<file path="src/rtl/writeback_stage.sv">
// writeback_stage
//   Final stage of the RISCV-Lite pipeline. Registers MEM/WB state, picks
//   load data from the SRAM read word (live) or a hold copy (after a stall),
//   extracts/extends the load sub-word, muxes the write-back source and drives
//   the register-file write port. Also counts retired instructions and keeps
//   a sticky halt flag raised by HALT_INSTR.
//
// Ports
//   CLK, RST            clock, synchronous active-high reset
//   EN, START           stage advances on an edge when EN & START
//   MEM_in_*            MEM/WB pipeline inputs (valid, RegWrite, MemToReg,
//                       funct3, rd, ALU_res, PC_plus4, instr)
//   MEM_mem_data        SRAM dout, valid in the cycle after the read edge
//   WB_rf_we/waddr/wdata register-file write port (wdata also forwarded)
//   WB_instr            instruction currently in WB
//   WB_retire_cnt       retired valid instruction count (wraps)
//   WB_halt             sticky halt flag
module writeback_stage #(
    parameter logic [31:0] HALT_INSTR = 32'h00100073
) (
    input  logic        CLK,
    input  logic        RST,
    input  logic        EN,
    input  logic        START,
    input  logic        MEM_in_valid,
    input  logic        MEM_in_RegWrite,
    input  logic [1:0]  MEM_in_MemToReg,
    input  logic [2:0]  MEM_in_funct3,
    input  logic [4:0]  MEM_in_rd,
    input  logic [31:0] MEM_in_ALU_res,
    input  logic [31:0] MEM_in_PC_plus4,
    input  logic [31:0] MEM_in_instr,
    input  logic [31:0] MEM_mem_data,
    output logic        WB_rf_we,
    output logic [4:0]  WB_rf_waddr,
    output logic [31:0] WB_rf_wdata,
    output logic [31:0] WB_instr,
    output logic [31:0] WB_retire_cnt,
    output logic        WB_halt
);

    typedef enum logic [1:0] {
        LD_IDLE = 2'd0,
        LD_LIVE = 2'd1,
        LD_HELD = 2'd2
    } ld_state_t;

    logic        adv;
    logic        wb_valid;
    logic        wb_regwrite;
    logic [1:0]  wb_memtoreg;
    logic [2:0]  wb_funct3;
    logic [4:0]  wb_rd;
    logic [31:0] wb_alu_res;
    logic [31:0] wb_pc_plus4;
    logic [31:0] wb_instr_q;
    logic [31:0] hold_data;
    logic [31:0] retire_cnt;
    logic        halt_q;

    ld_state_t   state, next_state;
    logic        hold_load;

    logic [31:0] ld_word;
    logic [7:0]  ld_byte;
    logic [15:0] ld_half;
    logic [31:0] ld_ext;

    assign adv = EN & START;

    // Load-data source FSM state register
    always_ff @(posedge CLK) begin
        if (RST) state <= LD_IDLE;
        else     state <= next_state;
    end

    // A stall while the load is live must snapshot dout, since the SRAM
    // output is only guaranteed for the single cycle after the read edge.
    always_comb begin
        next_state = state;
        hold_load  = 1'b0;
        if (adv) begin
            if (MEM_in_valid && MEM_in_MemToReg == 2'b01) next_state = LD_LIVE;
            else                                          next_state = LD_IDLE;
        end else if (state == LD_LIVE) begin
            hold_load  = 1'b1;
            next_state = LD_HELD;
        end
    end

    // Pipeline register, hold register, retire counter, halt flag
    always_ff @(posedge CLK) begin
        if (RST) begin
            wb_valid    <= 1'b0;
            wb_regwrite <= 1'b0;
            wb_memtoreg <= 2'b00;
            wb_funct3   <= 3'b000;
            wb_rd       <= 5'd0;
            wb_alu_res  <= 32'd0;
            wb_pc_plus4 <= 32'd0;
            wb_instr_q  <= 32'd0;
            hold_data   <= 32'd0;
            retire_cnt  <= 32'd0;
            halt_q      <= 1'b0;
        end else begin
            if (adv) begin
                wb_valid    <= MEM_in_valid;
                wb_regwrite <= MEM_in_RegWrite;
                wb_memtoreg <= MEM_in_MemToReg;
                wb_funct3   <= MEM_in_funct3;
                wb_rd       <= MEM_in_rd;
                wb_alu_res  <= MEM_in_ALU_res;
                wb_pc_plus4 <= MEM_in_PC_plus4;
                wb_instr_q  <= MEM_in_instr;
                // An instruction retires as it leaves WB
                if (wb_valid) retire_cnt <= retire_cnt + 32'd1;
                if (wb_valid && wb_instr_q == HALT_INSTR) halt_q <= 1'b1;
            end
            if (hold_load) hold_data <= MEM_mem_data;
        end
    end

    // Sub-word extraction
    assign ld_word = (state == LD_HELD) ? hold_data : MEM_mem_data;

    always_comb begin
        ld_byte = ld_word[7:0];
        case (wb_alu_res[1:0])
            2'd0: ld_byte = ld_word[7:0];
            2'd1: ld_byte = ld_word[15:8];
            2'd2: ld_byte = ld_word[23:16];
            2'd3: ld_byte = ld_word[31:24];
            default: ld_byte = ld_word[7:0];
        endcase
    end

    assign ld_half = wb_alu_res[1] ? ld_word[31:16] : ld_word[15:0];

    always_comb begin
        ld_ext = ld_word;
        case (wb_funct3)
            3'b000:  ld_ext = {{24{ld_byte[7]}}, ld_byte};
            3'b001:  ld_ext = {{16{ld_half[15]}}, ld_half};
            3'b100:  ld_ext = {24'd0, ld_byte};
            3'b101:  ld_ext = {16'd0, ld_half};
            default: ld_ext = ld_word;
        endcase
    end

    // Write-back source select; 11 falls back to the ALU result
    always_comb begin
        WB_rf_wdata = wb_alu_res;
        case (wb_memtoreg)
            2'b01:   WB_rf_wdata = ld_ext;
            2'b10:   WB_rf_wdata = wb_pc_plus4;
            default: WB_rf_wdata = wb_alu_res;
        endcase
    end

    // Held asserted through stalls; rewriting the same value is harmless
    assign WB_rf_we      = wb_valid & wb_regwrite & (wb_rd != 5'd0);
    assign WB_rf_waddr   = wb_rd;
    assign WB_instr      = wb_instr_q;
    assign WB_retire_cnt = retire_cnt;
    assign WB_halt       = halt_q;

endmodule

</file>
<file path="config.mk">
export PLATFORM = sky130hd
export DESIGN_NAME = writeback_stage
export DESIGN_NICKNAME = d
export VERILOG_FILES = /design/src/rtl/writeback_stage.sv
export SDC_FILE = /design/constraint.sdc
export NUM_CORES = 1
export LEC_CHECK = 0
export ABC_AREA = 1
export ABC_CLOCK_PERIOD_IN_PS = 5150
export CAP_MARGIN = 20
export CORE_ASPECT_RATIO = 0.8
export CORE_MARGIN = 2
export CORE_UTILIZATION = 29
export CTS_CLUSTER_DIAMETER = 150
export CTS_CLUSTER_SIZE = 40
export DETAILED_ROUTE_END_ITERATION = 8
export PLACE_DENSITY = 0.53
export SETUP_SLACK_MARGIN = 0.5
export SLEW_MARGIN = 20
export SYNTH_ARGS = -nofsm -noshare
export SYNTH_HDL_FRONTEND = slang
export SYNTH_SLANG_ARGS = --single-unit
</file>
<file path="constraint.sdc">
create_clock -name CLK -period 5.15 [get_ports CLK]
set_clock_uncertainty 0.15 [all_clocks]
set_input_delay 0.515 -clock CLK [delete_from_list [all_inputs] [get_ports CLK]]
set_output_delay 0.515 -clock CLK [all_outputs]
set_load 0.1 [all_outputs]
</file>
==> results of run 1 <==
## flip-flops by register name, indices dropped and copies added (netlist names)
signal	count
WB_halt	1
wb_alu_res	32
wb_funct3	3
WB_rf_waddr	5
wb_memtoreg	2
state	2
WB_retire_cnt	32
wb_pc_plus4	32
wb_regwrite	1
wb_valid	1
hold_data	32
WB_instr	32
## cell families (layout without fill, tap and decap cells)
family / Yosys count / in the layout / synth area share [%]
compound gates: 336 / 336 / 20.32
buf+inv: 181 / 393 / 8.640
simple gates: 583 / 583 / 29.77
fa+ha+maj: 3 / 3 / 0.4364
flops: 175 / 175 / 40.73
xor+xnor: 1 / 1 / 0.1018
## critical path, cell delays in order (launching register included)
cell and delay, ns:
dfxtp_1 0.56, nand2_4 0.39, nand2_1 0.21, nand3_1 0.15
nand3_4 0.13, nand3_4 0.14, nand2_4 0.27, nand3_1 0.11
a21oi_1 0.23, buf_4 0.33
## cell type report
class / count / area (sq um) / area share [%]
Sequential cell: 175 / 3503 / 29.77
Clock inverter: 13 / 137.6 / 1.170
Inverter: 105 / 397.9 / 3.382
Timing Repair Buffer: 256 / 2457 / 20.88
Tap cell: 377 / 471.7 / 4.009
Clock buffer: 19 / 432.9 / 3.679
Multi-Input combinational cell: 923 / 4365 / 37.10
## metrics by stage
stage                     setup WS [ns]  utilization (%)  total power [uW]  cells  hold slack, ns
after floorplan                   1.788                -              2198   1279          0.2745
after global placement            1.876            38.30              2521   1836          0.2876
after detailed placement          1.854            38.30              2523   1836          0.2886
after CTS                         1.452            40.25              3841   1868          0.2995
after global routing              1.225            40.27              3952   1868          0.3177
final                             1.507            40.27              3796   1868          0.2973
## Yosys cell counts (all sizes together)
library cell,instances
o311ai,1
inv,105
dfxtp,175
a21oi,142
a22oi,6
nor4,5
xor2,1
nor3b,1
a211oi,1
or2,21
nand2,183
or3,1
buf,16
ha,3
nor2,262
o22ai,2
nand3,71
nand4,10
o21a,2
nor3,23
o21ai,182
and3,1
clkbuf,60
nand3b,5
## routing by layer
metal / up-vias / part of all wire (%) / global-route usage [%]
met5: - / 0.041 / 0
li1: 4584 / - / -
met4: 2 / 2.1 / 6.962
met1: 4085 / 47 / 27.12
met3: 32 / 8.9 / 6.775
met2: 292 / 42 / 30.58
## path summary, 6_finish.rpt
path,start,endpoint,slack (ns),depth (start not counted)
setup / recovery,state[1]$_SDFFE_PP0P_,WB_rf_wdata[17],1.51,9
hold / removal,hold_data[17]$_SDFFE_PP0P_,hold_data[17]$_SDFFE_PP0P_,0.30,2
setup reg to reg,WB_retire_cnt[0]$_SDFFE_PP0P_,WB_retire_cnt[18]$_SDFFE_PP0P_,3.11,11
hold reg to reg,hold_data[17]$_SDFFE_PP0P_,hold_data[17]$_SDFFE_PP0P_,0.30,2
## power by group through the flow
stage / Sequential (uW) / Combinational, uW / Clock [uW]
2_1_floorplan: 1610 / 589 / 0
3_3_place_gp: 1480 / 1040 / 0
3_5_place_dp: 1480 / 1040 / 0
4_1_cts: 1450 / 1040 / 1350
5_1_grt: 1460 / 1100 / 1390
6_report: 1450 / 1040 / 1310
==> flow_summary.yaml, run 1 <==
run_status:
  status: "complete, no violations"
job:
  drv_cap: 0
detailed_routing:
  drtIter0Drc: 586
  routed_wl_microns: 31590
  routedWlPerCell_microns: 16.91
  viasPerCell: 4.815
  drc: 0
  dr.pass1.iters: 5
  final_antenna_net_count: 0
  route.vias.total: 8995
floorplanning:
  fp-row-count: 56
  die_w_microns: 196.6
  num_io_pins: 247
  start_util_pct: 29.44
  die_area_sq_um: 31060
  coreArea_sq_um: 29220
  die_h_microns: 158.0
global_route:
  grt_pass1_wl_microns: 48550
  overflow: 0
  grt_max_degree: 97
  antenna_found_initial: 1
  grt_usage_pct: 20.30
  grt_pass1_vias: 8589
yosys:
  ys_ff_latch: 175
  synth_seq_area_share_pct: 40.73
  synthDistinctLibCells: 37
  synth.largest_area_cell: "dfxtp_1"
  avgSynthCellArea_sq_um: 6.726
  synth_warnings: 0
  syn-num-nets: 1426
  synth_top_area_share_pct: 40.73
  synthCells: 1279
  synthTopCellsByArea: "dfxtp_1 (41%), nor2_1 (11%), o21ai_0 (9.8%), nand2_1 (7.8%), a21oi_1 (7.7%)"
  netlist_area_sq_um: 8602
clocking:
  ctsResizeCount: 0
  cts_buffers: 17
  clock-sinks: 175
  ctsLongestPathBuffers: 2
  clock_latency_ns: 0.44
  path_clk_slew_ns: 0.07
  cts_max_level: 4
  cts_root_buffer: "clkbuf_16"
  post_cts_buffers: 0
  holdBufCountCts: 0
  tritoncts: "yes"
place:
  hpwl_microns: 22870
  placed_area_sq_um: 11190
  place.gp.congestion: 0.8595
  portBuffers: 246
cells_and_area:
  final_common_cell: "nor2_1"
  final_nets: 1625
  area_growth_pct: 36.79
  final_cell_mix: "nor2_1 (257), clkdlybuf4s50_1 (214), nand2_1 (178)"
  fill_cells: 3114
  final_area_sq_um: 11770
  drive_above_1_share_pct: 8.987
  n_antenna_cell: 0
sta:
  drv_slew: 0
  slew_headroom_pct: 28.55
  period_minus_slack_ns: 3.643
  rsz0062_at_grt: "false"
  setup_tns_ns: 0
  hold_viol_final: 0
  min_period_over_period_pct: 70.75
  setup_viol: 0
  max_freq_mhz: 274.5
  worst_pin_slew_ns: 1.068
critical_path:
  arrival_ns: 2.98
  critPathMaxFanout: 58
  worst_setup_path_end_kind: "primary output"
  critPathKind: "reg -> out"
  crit_path_start_kind: "flop"
  cp.required_ns: 4.49
hold_path:
  min_path_type: "reg -> reg"
power:
  sw_frac_of_total_pct: 36.29
  combPwrFrac_pct: 27.4
  switchingPower_uw: 1378
  clkPwrFrac_pct: 34.4
  p_leak_uw: 0.004432
  p_int_uw: 2419
  power_frac_seq_pct: 38.2
  vdd_ir_drop_max_uv: 232.6
  powerDensity_nw_per_um2: 322.6
Note: power is estimated with default switching activity, not from simulation.
==> run 2: changes to the inputs <==
--- a/config.mk
+++ b/config.mk
@@ -6,7 +6,7 @@
 export NUM_CORES = 1
 export LEC_CHECK = 0
 export ABC_AREA = 1
-export ABC_CLOCK_PERIOD_IN_PS = 5150
+export ABC_CLOCK_PERIOD_IN_PS = 3260
 export CAP_MARGIN = 20
 export CORE_ASPECT_RATIO = 0.8
 export CORE_MARGIN = 2
@@ -14,7 +14,7 @@
 export CTS_CLUSTER_DIAMETER = 150
 export CTS_CLUSTER_SIZE = 40
 export DETAILED_ROUTE_END_ITERATION = 8
-export PLACE_DENSITY = 0.53
+export PLACE_DENSITY = 0.55
 export SETUP_SLACK_MARGIN = 0.5
 export SLEW_MARGIN = 20
 export SYNTH_ARGS = -nofsm -noshare
==> constraint.sdc (replaced) <==
create_clock -name CLK -period 3.26 [get_ports CLK]
set_clock_uncertainty 0.15 [all_clocks]
set_input_delay 0.326 -clock CLK [delete_from_list [all_inputs] [get_ports CLK]]
set_output_delay 0.326 -clock CLK [all_outputs]
set_load 0.1 [all_outputs]
==> flow_summary.yaml, run 2 (synthesis gave the netlist of run 1 again) <==
floorplanning:
  num_io_pins: 247
  die_w_microns: 196.6
  die_h_microns: 158.0
  fp-row-count: 56
  die_area_sq_um: 31060
  coreArea_sq_um: 29220
  start_util_pct: 29.44
detailed_routing:
  drc: 0
  route.vias.total: 9332
  drtIter0Drc: 652
  dr.pass1.iters: 5
  routed_wl_microns: 33860
  viasPerCell: 4.912
  routedWlPerCell_microns: 17.82
  final_antenna_net_count: 0
global_route:
  busiest_layer: "met2"
  use_met3_pct: 6.881
  grt_usage_pct: 21.73
  antenna_found_initial: 3
  grt_max_degree: 83
  overflow: 0
  met1_usage_pct: 28.78
  grt_pass1_vias: 9051
  grt_pass1_wl_microns: 51770
  grt_util_met2_pct: 32.91
power:
  finalPower_uw: 6238
  powerDensity_nw_per_um2: 493.9
  p_leak_uw: 0.004801
  vdd_ir_drop_max_uv: 369.8
clocking:
  clock-sinks: 175
  clock_latency_ns: 0.44
  path_clk_slew_ns: 0.08
  cts_root_buffer: "clkbuf_16"
  tritoncts: "yes"
  cts_max_level: 4
  cts_buffers: 17
  ctsLongestPathBuffers: 2
critical_path:
  cp.required_ns: 2.78
  arrival_ns: 2.31
  crit_path_start_kind: "flop"
  critPathKind: "reg -> out"
  critPathMaxFanout: 6
  worst_setup_path_end_kind: "primary output"
sta:
  worst_pin_slew_ns: 1.002
  drv_slew: 0
  slew_headroom_pct: 32.97
  setup_viol: 0
  setup_tns_ns: 0
  hold_viol_final: 0
  min_period_over_period_pct: 85.37
  whs_ns: 0.2985
  max_freq_mhz: 359.3
  period_minus_slack_ns: 2.783
  rsz0062_at_grt: "true"
cells_and_area:
  area_growth_pct: 46.84
  regArea_sq_um: 3517
  fill_cells: 2957
  postLayoutCoreUtil_pct: 43.23
  multi_input_area_sq_um: 4721
  drive_above_1_share_pct: 17.50
  final_cell_mix: "nor2_1 (254), dfxtp_1 (170), nand2_1 (170)"
  final_area_sq_um: 12630
  final_nets: 1654
  final_common_cell: "nor2_1"
place:
  place.gp.congestion: 0.9034
  hpwl_microns: 24110
  portBuffers: 246
  placed_area_sq_um: 11630
job:
  drv_cap: 0
hold_path:
  min_path_type: "reg -> reg"
run_status:
  status: "complete, no violations"
-- run 2: changes by cell type in the layout (fill, tap and decap cells not counted), moves of 6 or more --
cell / delta
a21oi_1: -22
a21oi_2: +10
a21oi_4: +12
buf_12: +33
buf_4: +32
clkdlybuf4s50_1: -45
nand2_1: -8
nand2_2: +8
nand3_1: -13
nand3_2: +13
o21ai_0: -6
-- run 2: layout make-up --
cell class	instances	area share, %
timing repair buffer	280	23.33
sequential	175	27.85
tap	377	3.735
multi-input combinational	927	37.37
timing repair inverter	1	0.02972
inverter	105	3.259
clock inverter	15	1.000
antenna	3	0.05944
clock buffer	17	3.368
-- run 2: what timing repair did --
action / CTS / global route
setup endpoints to repair: 32 / 32
gates resized for setup: 34 / 35
pin swaps: 15 / 13
buffers inserted: 15 / 2
gates cloned: 5 / 0
hold buffers: 0 / 0
-- run 2: where the power goes --
group / switching, uW / total (uW) / internal [uW]
Sequential: 61.7 / 2290 / 2230
Combinational: 1300 / 1960 / 660
Clock: 983 / 1990 / 1000
-- run 2: path summary, 6_finish.rpt --
kind                                                  endpoint  slack [ns]  depth (start not counted)                            from
worst max-delay path                           WB_rf_wdata[23]        0.48                         12           state[0]$_SDFFE_PP0P_
worst min-delay path                 hold_data[0]$_SDFFE_PP0P_        0.30                          2       hold_data[0]$_SDFFE_PP0P_
worst max register to register  WB_retire_cnt[15]$_SDFFE_PP0P_        1.16                          7  WB_retire_cnt[10]$_SDFFE_PP0P_
worst min register to register       hold_data[0]$_SDFFE_PP0P_        0.30                          2       hold_data[0]$_SDFFE_PP0P_
-- run 2: worst max-delay path, stage by stage (launching register included) --
cell	delay, ns
dfxtp_2	0.35
inv_6	0.07
buf_6	0.13
buf_6	0.11
nand3b_1	0.14
buf_4	0.14
buf_4	0.09
buf_4	0.09
nand2_1	0.05
nand2_1	0.21
nand3_2	0.11
a21oi_2	0.20
buf_12	0.19
-- run 2: metal layers --
metal,vias up,part of all wire (%)
li1,4648,-
met1,4283,46
met2,353,42
met3,48,9.2
met4,0,3.2
met5,-,0
-- run 2: per-stage QoR --
| stage | std cells | setup WS [ns] |
|---|---|---|
| after floorplan | 1279 | 0.6173 |
| after global placement | 1843 | 0.5508 |
| after detailed placement | 1843 | 0.5143 |
| after CTS | 1895 | 0.4461 |
| after global routing | 1899 | 0.3628 |
| final | 1900 | 0.4768 |
